===== src/rtl/rst_seq_ctrl.sv =====
// rst_seq_ctrl: reset sequencer downstream of the per-domain reset synchronizers.
// Holds NUM_DOM reset outputs asserted until the clock source locks. It then
// releases them one by one, lowest index first, with STAGE_DLY cycles between
// releases. It serves a software soft-reset req/ack handshake, and it
// re-sequences on lock loss.
// Optional feature macro: RST_SEQ_LOCK_TO_EN (WAIT_LOCK timeout with sticky lock_err).
module rst_seq_ctrl #(
  parameter int NUM_DOM   = 4,
  parameter int CNT_W     = 10,
  parameter int HOLD_CYC  = 8,
  parameter int STAGE_DLY = 16,
  parameter int LOCK_TO   = 1000
) (
  input  logic               clk,
  input  logic               irst,
  input  logic               lock_i,
  input  logic               sw_req,
  output logic               sw_ack,
  output logic [NUM_DOM-1:0] orst,
  output logic               done,
  output logic               busy,
  output logic               lock_err,
  output logic [1:0]         state_o
);

  localparam int IDX_W = (NUM_DOM > 1) ? $clog2(NUM_DOM) : 1;
  localparam logic [IDX_W-1:0] LAST_IDX   = IDX_W'(NUM_DOM - 1);
  localparam logic [CNT_W-1:0] HOLD_LAST  = CNT_W'(HOLD_CYC - 1);
  localparam logic [CNT_W-1:0] STAGE_LAST = CNT_W'(STAGE_DLY - 1);
`ifdef RST_SEQ_LOCK_TO_EN
  localparam logic [CNT_W-1:0] TO_LAST    = CNT_W'(LOCK_TO - 1);
`endif

  // Reject parameter sets that the counter or the output bank cannot represent.
  if (NUM_DOM < 1 || NUM_DOM > 16) begin : g_bad_num_dom
    $error("rst_seq_ctrl: NUM_DOM must be 1..16");
  end
  if (HOLD_CYC < 1 || HOLD_CYC > (2**CNT_W) - 1) begin : g_bad_hold
    $error("rst_seq_ctrl: HOLD_CYC does not fit in CNT_W");
  end
  if (STAGE_DLY < 1 || STAGE_DLY > (2**CNT_W) - 1) begin : g_bad_stage
    $error("rst_seq_ctrl: STAGE_DLY does not fit in CNT_W");
  end
  if (LOCK_TO < 1 || LOCK_TO > (2**CNT_W) - 1) begin : g_bad_lock_to
    $error("rst_seq_ctrl: LOCK_TO does not fit in CNT_W");
  end

  typedef enum logic [1:0] {
    S_HOLD = 2'd0,
    S_WAIT = 2'd1,
    S_REL  = 2'd2,
    S_DONE = 2'd3
  } state_t;

  state_t             state_q, state_d;
  logic [CNT_W-1:0]   cnt_q, cnt_d;
  logic [IDX_W-1:0]   idx_q, idx_d;
  logic [NUM_DOM-1:0] orst_q, orst_d;
  logic               pend_q, pend_d;
  logic               hold_off_q, hold_off_d;  // blocks re-arm until sw_req drops after an ack
  logic               ack_q, ack_d;
  logic               done_q, done_d;
  logic               busy_q, busy_d;
  logic               restart;
  logic               accept;
`ifdef RST_SEQ_LOCK_TO_EN
  logic               err_q, err_d;
`endif

  // A request is taken once per handshake: not while one is pending, not in the
  // ack cycle, and not again until the requester has dropped sw_req.
  assign accept = sw_req && !pend_q && !ack_q && !hold_off_q;

  // Next-state, counter, release bank and handshake bookkeeping.
  always_comb begin
    state_d    = state_q;
    cnt_d      = cnt_q;
    idx_d      = idx_q;
    orst_d     = orst_q;
    pend_d     = pend_q;
    hold_off_d = hold_off_q;
    ack_d      = 1'b0;
    restart    = 1'b0;
`ifdef RST_SEQ_LOCK_TO_EN
    err_d      = err_q;
`endif
    if (accept) pend_d = 1'b1;

    case (state_q)
      S_HOLD: begin
        orst_d = '1;
        if (cnt_q == HOLD_LAST) begin
          cnt_d   = '0;
          state_d = S_WAIT;
        end else begin
          cnt_d = cnt_q + 1'b1;
        end
      end
      S_WAIT: begin
        orst_d = '1;
        if (lock_i) begin
          cnt_d   = '0;
          idx_d   = '0;
          state_d = S_REL;
        end
`ifdef RST_SEQ_LOCK_TO_EN
        else if (cnt_q == TO_LAST) begin
          err_d   = 1'b1;
          cnt_d   = '0;
          state_d = S_HOLD;
        end else begin
          cnt_d = cnt_q + 1'b1;
        end
`endif
      end
      S_REL: begin
        if (!lock_i) begin
          restart = 1'b1;
        end else if (cnt_q == STAGE_LAST) begin
          orst_d[idx_q] = 1'b0;
          cnt_d         = '0;
          idx_d         = idx_q + 1'b1;
          if (idx_q == LAST_IDX) begin
            idx_d   = '0;
            state_d = S_DONE;
            // A request taken during this sequence is satisfied by its completion.
            if (pend_q || accept) begin
              ack_d  = 1'b1;
              pend_d = 1'b0;
            end
          end
        end else begin
          cnt_d = cnt_q + 1'b1;
        end
      end
      S_DONE: begin
        orst_d = '0;
        if (!lock_i || accept) restart = 1'b1;
      end
      default: restart = 1'b1;
    endcase

    if (restart) begin
      state_d = S_HOLD;
      cnt_d   = '0;
      idx_d   = '0;
      orst_d  = '1;
    end

    if (ack_d)        hold_off_d = 1'b1;
    else if (!sw_req) hold_off_d = 1'b0;

    done_d = (state_d == S_DONE);
    busy_d = (state_d != S_DONE);
  end

  // State and output registers with synchronous active-high reset.
  always_ff @(posedge clk) begin
    if (irst) begin
      state_q    <= S_HOLD;
      cnt_q      <= '0;
      idx_q      <= '0;
      orst_q     <= '1;
      pend_q     <= 1'b0;
      hold_off_q <= 1'b0;
      ack_q      <= 1'b0;
      done_q     <= 1'b0;
      busy_q     <= 1'b1;
`ifdef RST_SEQ_LOCK_TO_EN
      err_q      <= 1'b0;
`endif
    end else begin
      state_q    <= state_d;
      cnt_q      <= cnt_d;
      idx_q      <= idx_d;
      orst_q     <= orst_d;
      pend_q     <= pend_d;
      hold_off_q <= hold_off_d;
      ack_q      <= ack_d;
      done_q     <= done_d;
      busy_q     <= busy_d;
`ifdef RST_SEQ_LOCK_TO_EN
      err_q      <= err_d;
`endif
    end
  end

  assign sw_ack  = ack_q;
  assign orst    = orst_q;
  assign done    = done_q;
  assign busy    = busy_q;
  assign state_o = state_q;
`ifdef RST_SEQ_LOCK_TO_EN
  assign lock_err = err_q;
`else
  assign lock_err = 1'b0;
`endif

endmodule


===== config.mk =====
export PLATFORM = sky130hd
export DESIGN_NAME = rst_seq_ctrl
export DESIGN_NICKNAME = d
export VERILOG_FILES = /design/src/rtl/rst_seq_ctrl.sv
export SDC_FILE = /design/constraint.sdc
export NUM_CORES = 1
export LEC_CHECK = 0
export CAP_MARGIN = 20
export CORE_MARGIN = 2
export CORE_UTILIZATION = 45
export CTS_CLUSTER_SIZE = 20
export DETAILED_ROUTE_END_ITERATION = 8
export GPL_TIMING_DRIVEN = 0
export HOLD_SLACK_MARGIN = 0.06
export PLACE_DENSITY = 0.7
export REMOVE_ABC_BUFFERS = 1
export SYNTH_ARGS = -nofsm -noshare
export SYNTH_HDL_FRONTEND = slang
export SYNTH_SLANG_ARGS = --single-unit
export TNS_END_PERCENT = 1

===== constraint.sdc =====
create_clock -name clk -period 6.4 [get_ports clk]
set_input_delay 0.96 -clock clk [delete_from_list [all_inputs] [get_ports clk]]
set_output_delay 0.96 -clock clk [all_outputs]
set_load 0.01 [all_outputs]

After elaboration in Yosys (flattened, before gate mapping)
Index checks and enable logic that the tools add are counted.
{ "totals": {"reg_bits": 23, "inputBits": 4, "out_inout_bits": 10, "word_cells": 83} }
{ "op_classes": {"n_addsub": 2, "magnitude_cmp": 2, "n_eq_ne": 12, "n_mux": 38, "bitwise": 2, "reduce_logical": 18} }
{ "op_table": {"columns": ["operator", "n"], "rows": [
  ["10-bit 2-to-1 mux", 4],
  ["10-bit case mux with 3 select lines", 1],
  ["2-bit 2-to-1 mux", 10],
  ["1-bit 2-to-1 mux", 16],
  ["4-bit case mux with 3 select lines", 1],
  ["10-bit by 1-bit adder with 10-bit output (second input constant)", 1],
  ["10-bit by 3-bit == test with 1-bit output (second input constant)", 1],
  ["10-bit by 4-bit == test with 1-bit output (second input constant)", 1],
  ["2-bit == test (second input constant)", 4],
  ["4-bit 2-to-1 mux", 2],
  ["2-bit != test (second input constant)", 4],
  ["2-bit case mux with 3 select lines", 1],
  ["4-bit AND", 1],
  ["1-bit logical AND", 4],
  ["1-bit zero test", 4],
  ["4-bit inverter", 1],
  ["2-bit case mux with 2 select lines", 1],
  ["4-bit AND reduction", 1],
  ["2-bit OR reduction", 2],
  ["2-bit by 3-bit < comparator with 1-bit output (second input constant)", 1],
  ["3-bit AND reduction", 1],
  ["3-bit nonzero test", 1],
  ["2-bit by 1-bit adder with 2-bit output (second input constant)", 1],
  ["1-bit demux with 2-bit select", 1],
  ["8 further kinds", 9]
]} }

Longest topological paths before layout
Gate-level depths: netlist of run 1.
{ "depth": {"word_depth": 11, "mapped_depth": 8, "ltp_nobuf": 6} }

Worst setup path after synthesis of run 1
Ideal clock, no wire load.
{ "synth_timing": {"kind": "input -> register", "startpoint": "input lock_i", "endpoint": "register cnt_q[9]", "setup_time_ps": 86, "arrival_ps": 2339, "t_required_ps": 6314, "setup_slack_ps": 3975, "cell_stages": 5, "n_path_buf": 1, "cell_sequence": "o21ba_1 > clkbuf_1 > or3_1 > or4_1 > a211oi_1"} }
{ "synth_via": {"elab_chain_cells": 5, "word_cells_on_any_way": 9, "cone_classes": "2 x eq/ne; 3 x mux; 4 x reduce/logical"} }
{ "synth_lines": {"columns": ["element", "line", "rtl"], "rows": [
  ["start: declaration", "16", "input logic lock_i,"],
  ["1-bit zero test", "138", "if (!lock_i || accept) restart = 1'b1;"],
  ["1-bit logical OR", "138", null],
  ["1-bit 2-to-1 mux", "138", null],
  ["1-bit case mux with 2 select lines", "89", "case (state_q)"],
  ["2-bit OR reduction (no source line)", null, null],
  ["end signal: assignment", "174", "cnt_q <= cnt_d;"],
  ["end: declaration", "56", "logic [CNT_W-1:0] cnt_q, cnt_d;"]
]} }
Parallel ways exist; a longest one is shown, timed or not.
A chain may end at the register's enable or synchronous reset.

Final worst setup path of run 1
Ends and elaborated chain as after synthesis.

==> results of run 1 <==
==> routing by layer <==
| layer | routed length, um | vias to the layer above |
|---|---|---|
| met2 | 1204 | 21 |
| met4 | 72 | 0 |
| met5 | 0 | - |
| met1 | 1177 | 488 |
| met3 | 91 | 9 |
| li1 | - | 538 |
==> worst paths after layout <==
path / from / to / cells after the start
setup / recovery: lock_i / cnt_q[9]$_SDFFE_PP0P_ / 5
hold / removal: hold_off_q$_SDFFE_PP0P_ / hold_off_q$_SDFFE_PP0P_ / 2
setup reg to reg: state_o[0]$_SDFF_PP0_ / cnt_q[9]$_SDFFE_PP0P_ / 6
hold reg to reg: hold_off_q$_SDFFE_PP0P_ / hold_off_q$_SDFFE_PP0P_ / 2
==> per-stage QoR <==
step	hold WS [ns]	power, mW	cells
3_3_place_gp	0.4439	0.1668	178
3_5_place_dp	0.4555	0.1677	178
5_1_grt	0.5032	0.2433	182
4_1_cts	0.4729	0.2340	182
6_report	0.4688	0.2321	182
2_1_floorplan	0.4308	0.1616	135
==> sequential cells by signal (all words and copies together) (netlist names) <==
| name | count |
|---|---|
| busy | 1 |
| state_o | 2 |
| done | 1 |
| idx_q | 2 |
| sw_ack | 1 |
| cnt_q | 10 |
| orst | 4 |
| pend_q | 1 |
| hold_off_q | 1 |
==> Yosys cell counts, drive strengths merged, types with 2 or more instances <==
| master | n |
|---|---|
| dfxtp | 23 |
| nor3 | 13 |
| ha | 10 |
| nand2 | 9 |
| nand3 | 9 |
| xnor2 | 7 |
| inv | 6 |
| nor2 | 6 |
| a21oi | 5 |
| nor4 | 5 |
| a31o | 4 |
| clkbuf | 4 |
| nand4 | 3 |
| or3 | 3 |
| or4 | 3 |
| a2111oi | 2 |
| a211oi | 2 |
| buf | 2 |
| nor2b | 2 |
| nor3b | 2 |
| o211ai | 2 |
| o21ai | 2 |
| o21ba | 2 |
==> report_power, final <==
| part | leakage [nW] | internal, mW | switching (mW) |
|---|---|---|---|
| sequential | 0.186 | 0.146 | 0.00244 |
| clock | 0.0150 | 0.0244 | 0.0434 |
| combinational | 0.309 | 0.00767 | 0.00834 |
==> layout make-up <==
cell class	count	area share
Sequential cell	23	0.3197
Timing Repair Buffer	12	0.08341
Clock buffer	4	0.01825
Multi-Input combinational cell	106	0.5361
Tap cell	31	0.02693
Inverter	6	0.01564
==> kinds of logic (layout without fill, tap and decap cells) <==
family | after synthesis | after routing | share of synthesized area
simple gates | 60 | 60 | 0.2634
compound gates | 25 | 25 | 0.1668
flops | 23 | 23 | 0.3590
buf+inv | 12 | 22 | 0.03902
fa+ha+maj | 10 | 10 | 0.09756
xor+xnor | 8 | 8 | 0.05464
mux | 2 | 2 | 0.01659
other cells | 1 | 1 | 0.002924
==> worst reg2reg max path: stages, from the launching register on <==
cell      delay, ns
dfxtp_1        0.42
inv_1          0.10
ha_1           0.40
o21ba_1        0.36
or3_1          0.43
or4_1          0.52
a211oi_1       0.25
==> flow_summary_export.csv, run 1 <==
group,metric,value,unit
synth,synth_area_leaders,"dfxtp_1, ha_1, xnor2_1, nor3_1, nand3_1",
synth,synthArstFlopShare,0,
sta,post-route-period-util,0.4647,
synth,synthCells,141,
grt,grt_max_degree,16,
sta,rsz0062_at_grt,"no",
route,wire_per_inst,13.98,um
sta,fin_crit,2.974,ns
sta,tns,0,ns
floorplanning,start_util,0.4691,
clocking,clkSlewWorstSetupHoldPaths,0.11,ns
grt,grt_use_met3,0.02494,
setup_path,critPathBufInv,1,
setup_path,critPathLaunchType,"input pin",
floorplanning,dieArea,3293,sq um
final_layout,fillerInstances,273,
final_layout,num-nets-final,166,
sta,worst_slew_pin_slew,0.5487,ns
grt,antenna_found_initial,0,
final_layout,antenna_cells,0,
synth,synth_edf_count,0,
setup_path,cp-end-kind,"register",
placement,hpwl,1.853,mm
clocking,cts_inserted_buffers,3,
setup_path,critPathArrivalTime,3.20,ns
synth,yosysTopAreaCellShare,0.3590,
route,drc,0,
clocking,cts_buffer_depth,2,
route,drtIter0Drc,31,
setup_path,slowest_delay,0.74,ns
synth,syn_area,1282,sq um
placement,dp_slack,3.071,ns
grt,globalRoute.totalOverflow,0,
setup_path,critical_path_class,"input pin to register",
floorplanning,io-pin-count,14,
final_layout,drive_gt1_frac,0.1060,
power_and_ir_drop,p_per_area,161.2,nW/um^2
final_layout,design_area,1440,sq um
min_path,hp-class,"register to register",
sta,maxSlewHeadroom,0.6342,
floorplanning,rows,19,
grt,grt_busiest_layer,"met2",
setup_path,critical-path-top-delay-family,"simple AND/OR/NAND/NOR gates",
setup_path,critical-path-slowest-cell,"clkdlybuf4s50_1",
sta,slew_violations,0,
clocking,cts_setup_buffers,0,
power_and_ir_drop,power.leakage,0.5101,nW
placement,dpl_cell_area,1414,sq um
synth,synthFlopType,"dfxtp_1",
outcome,status,"completed",
route,dr.pass1.iters,4,
clocking,numClockSinks,23,
clocking,root_buffer,"clkbuf_4",
final_layout,final_common_cell,"dfxtp_1",
synth,syn_avg_cell_area,9.096,sq um
grt,gr-usage-met2,0.2646,
sta,fin_ws,3.426,ns
floorplanning,core,2734,sq um
sta,hold_viol,0,
final_layout,syn2layout_area_growth,12.29,%
setup_path,regToRegSetupSlack,3.84,ns
grt,grtUsageTotal,0.1690,
flow_run,cap_violations,0,
placement,io_buffers,12,
grt,grt_pass1_wl,4.388,mm
final_layout,utilization,0.5268,
clocking,cts.repair.resized,0,
placement,routabilityCongestion,0.7312,
synth,seq_area_frac_synth,0.3590,
final_layout,mostFrequentLayoutCells,"dfxtp_1, nor3_1, clkdlybuf4s50_1, ha_1",
synth,yosysWarnings,0,
clocking,cts_tree,"done",
final_layout,seqCellArea,460.4,sq um
setup_path,cp.required,6.63,ns
grt,grt_use_met1,0.2238,
setup_path,path_cells,"clkdlybuf4s50_1, o21ba_1, or3_1, or4_1, a211oi_1",
grt,grt_pass1_vias,975,
clocking,holdBufCountCts,0,
setup_path,path_max_fanout,13,
synth,ys_types,44,
route,routed-via-count,1056,
sta,setup_viol,0,
synth,synth.largest_area_cell,"dfxtp_1",
synth,synth-seq-cells,23,
clocking,cts_max_level,1,
route,antenna_left,0,
route,drt_wl_total,2.545,mm
sta,clock.fmax,336.2,MHz
sta,fin_skew,0.01184,ns
route,detail_route.vias_per_cell,5.802,
floorplanning,die_w,57.39,um
final_layout,multiInputGateArea,772.0,sq um
floorplanning,die_h,57.39,um
power_and_ir_drop,peakVddDrop,0.1404,mV
clocking,clk_latency,0.32,ns
Note: power is estimated with default switching activity, not from simulation.
==> run 2, diff against run 1 <==
clock period = 2.75 ns   (was 6.4 ns; I/O delays follow)
==> results of run 2 <==
Same layout as run 1 (identical final DEF). Status: completed.
Main changes from that run: setup slack after placement 3.071 ns -> -0.03198 ns; clock-pin slew on the worst setup and hold paths 0.11 ns -> 0.13 ns; setup slack after layout 3.426 ns -> 0.1872 ns; start point of the critical path lock_i -> state_o[0]$_SDFF_PP0_; register-to-register setup slack 3.84 ns -> 0.19 ns; total power 0.2321 mW -> 0.5403 mW; worst IR drop on VDD 0.1404 mV -> 0.3268 mV
==> run 3, diff against run 2 <==
CORE_UTILIZATION = 30   (was 45)
DONT_BUFFER_PORTS = 1   (was unset)
PLACE_DENSITY = 0.48   (was 0.7)
==> flow_summary_export.csv, run 3 (synthesized netlist as in run 1, its figures left out) <==
group,metric,value,unit
final_layout,syn2layout_area_growth,6.537,%
setup_path,regToRegSetupSlack,0.26,ns
floorplanning,core,4058,sq um
outcome,status,"completed",
floorplanning,rows,23,
route,detail_route.vias_per_cell,5.381,
setup_path,cp.required,2.93,ns
final_layout,num-nets-final,154,
sta,post-route-period-util,0.9044,
grt,grt_max_degree,16,
placement,routabilityCongestion,0.7553,
sta,fin_skew,0.002458,ns
sta,setup_viol,0,
setup_path,slowest_delay,0.51,ns
clocking,cts_tree,"done",
sta,fin_hold_ws,0.2056,ns
route,dr_wl_met2,1.374,mm
floorplanning,die_w,69.38,um
clocking,cts_inserted_buffers,3,
sta,worst_slew_pin_slew,0.5378,ns
clocking,root_buffer,"clkbuf_8",
grt,grt_pass1_wl,4.636,mm
route,top_layer_used,"met4",
sta,slew_violations,0,
setup_path,critical-path-top-delay-family,"simple AND/OR/NAND/NOR gates",
route,met1_length,1.221,mm
floorplanning,start_util,0.3161,
final_layout,drive_gt1_frac,0.1295,
final_layout,antenna_cells,0,
final_layout,largest_reg_flops,10,
placement,dpl_cell_area,1318,sq um
sta,fin_ws,0.2629,ns
grt,grtUsageTotal,0.1183,
power_and_ir_drop,peakVddDrop,0.2321,mV
placement,io_buffers,0,
sta,clock.fmax,402.1,MHz
final_layout,utilization,0.3367,
route,antenna_left,0,
setup_path,critical_path_class,"register to register",
grt,grt_pass1_vias,1013,
sta,rsz0062_at_grt,"no",
clocking,cts_max_level,1,
route,drc,0,
setup_path,path_cells,"inv_1, ha_2, o21ba_1, or3_1, or4_1, a211oi_1",
power_and_ir_drop,p_per_area,426.4,nW/um^2
placement,hpwl,2.001,mm
sta,hold_viol,0,
floorplanning,dieArea,4814,sq um
setup_path,critPathBufInv,1,
final_layout,design_area,1366,sq um
setup_path,cp-end-kind,"register",
sta,maxSlewHeadroom,0.6395,
final_layout,regMostFlops,"cnt_q",
route,wire_per_inst,14.29,um
setup_path,path_max_fanout,15,
min_path,hp-class,"input pin to register",
power_and_ir_drop,power.leakage,0.4719,nW
floorplanning,die_h,69.38,um
clocking,cts_buffer_depth,2,
placement,dp_cells,185,
clocking,clkSlewWorstSetupHoldPaths,0.08,ns
sta,tns,0,ns
setup_path,critPathArrivalTime,2.67,ns
route,routed-via-count,1017,
flow_run,cap_violations,0,
floorplanning,io-pin-count,14,
setup_path,critPathLaunchType,"register",
setup_path,critical-path-slowest-cell,"or4_1",
route,dr.pass1.iters,4,
placement,dp_slack,0.1044,ns
grt,antenna_found_initial,0,
grt,globalRoute.totalOverflow,0,
route,drtIter0Drc,19,
power_and_ir_drop,power.total,0.5826,mW
clocking,holdBufCountCts,0,
sta,fin_crit,2.487,ns
final_layout,final_common_cell,"dfxtp_1",
clocking,clk_latency,0.26,ns
final_layout,mostFrequentLayoutCells,"dfxtp_1, nor3_1, nand2_1, nand3_1, ha_1",
route,drt_wl_total,2.701,mm
clocking,numClockSinks,23,
final_layout,fillerInstances,415,
final_layout,stdcell_count,189,
route,met3RoutedLength,88,um
==> run 3: changes by cell type in the layout (fill, tap and decap cells not counted), sizes merged <==
| cell | before | now |
|---|---|---|
| clkbuf | 4 | 3 |
| clkdlybuf4s50 | 12 | 0 |
| clkinv | 0 | 1 |
==> run 3: area by class of cell <==
cell class / instances / area (sq um) / area share
Multi-Input combinational cell: 106 / 774.5 / 0.5669
Sequential cell: 23 / 460.4 / 0.3370
Tap cell: 50 / 62.56 / 0.04579
Clock buffer: 3 / 41.29 / 0.03022
Inverter: 6 / 22.52 / 0.01648
Clock inverter: 1 / 5.005 / 0.003663
==> run 3: power breakdown <==
part	internal (mW)	total [mW]	leakage [nW]	switching [mW]
Sequential	0.339	0.345	0.186	0.00605
Combinational	0.0136	0.0292	0.260	0.0156
Clock	0.101	0.208	0.0255	0.107
Total	0.454	0.583	0.472	0.129
==> run 3: layer usage <==
layer  up-vias  GRT usage
li1        511          -
met1       490     0.1370
met2        14     0.2115
met3         2    0.03634
met4         0    0.02832
met5         -          0
==> run 3: worst reg2reg max path, cell delays in order, from the launching register on <==
cell and delay (ns):
dfxtp_1 0.46, inv_1 0.12, ha_2 0.32, o21ba_1 0.33, or3_1 0.43, or4_1 0.51, a211oi_1 0.23
==> run 3: what timing repair did <==
action / 4_1_cts / 5_1_grt
resized for setup: 0 / 1
endpoints found under the setup margin: 0 / 1
buffers inserted: 0 / 0
==> run 3: path summary, 6_finish.rpt <==
path                                              start                 endpoint  depth (start not counted)
worst max-delay path              state_o[0]$_SDFF_PP0_    cnt_q[9]$_SDFFE_PP0P_                          6
worst min-delay path                               irst  hold_off_q$_SDFFE_PP0P_                          1
worst max register to register    state_o[0]$_SDFF_PP0_    cnt_q[9]$_SDFFE_PP0P_                          6
worst min register to register  hold_off_q$_SDFFE_PP0P_  hold_off_q$_SDFFE_PP0P_                          2
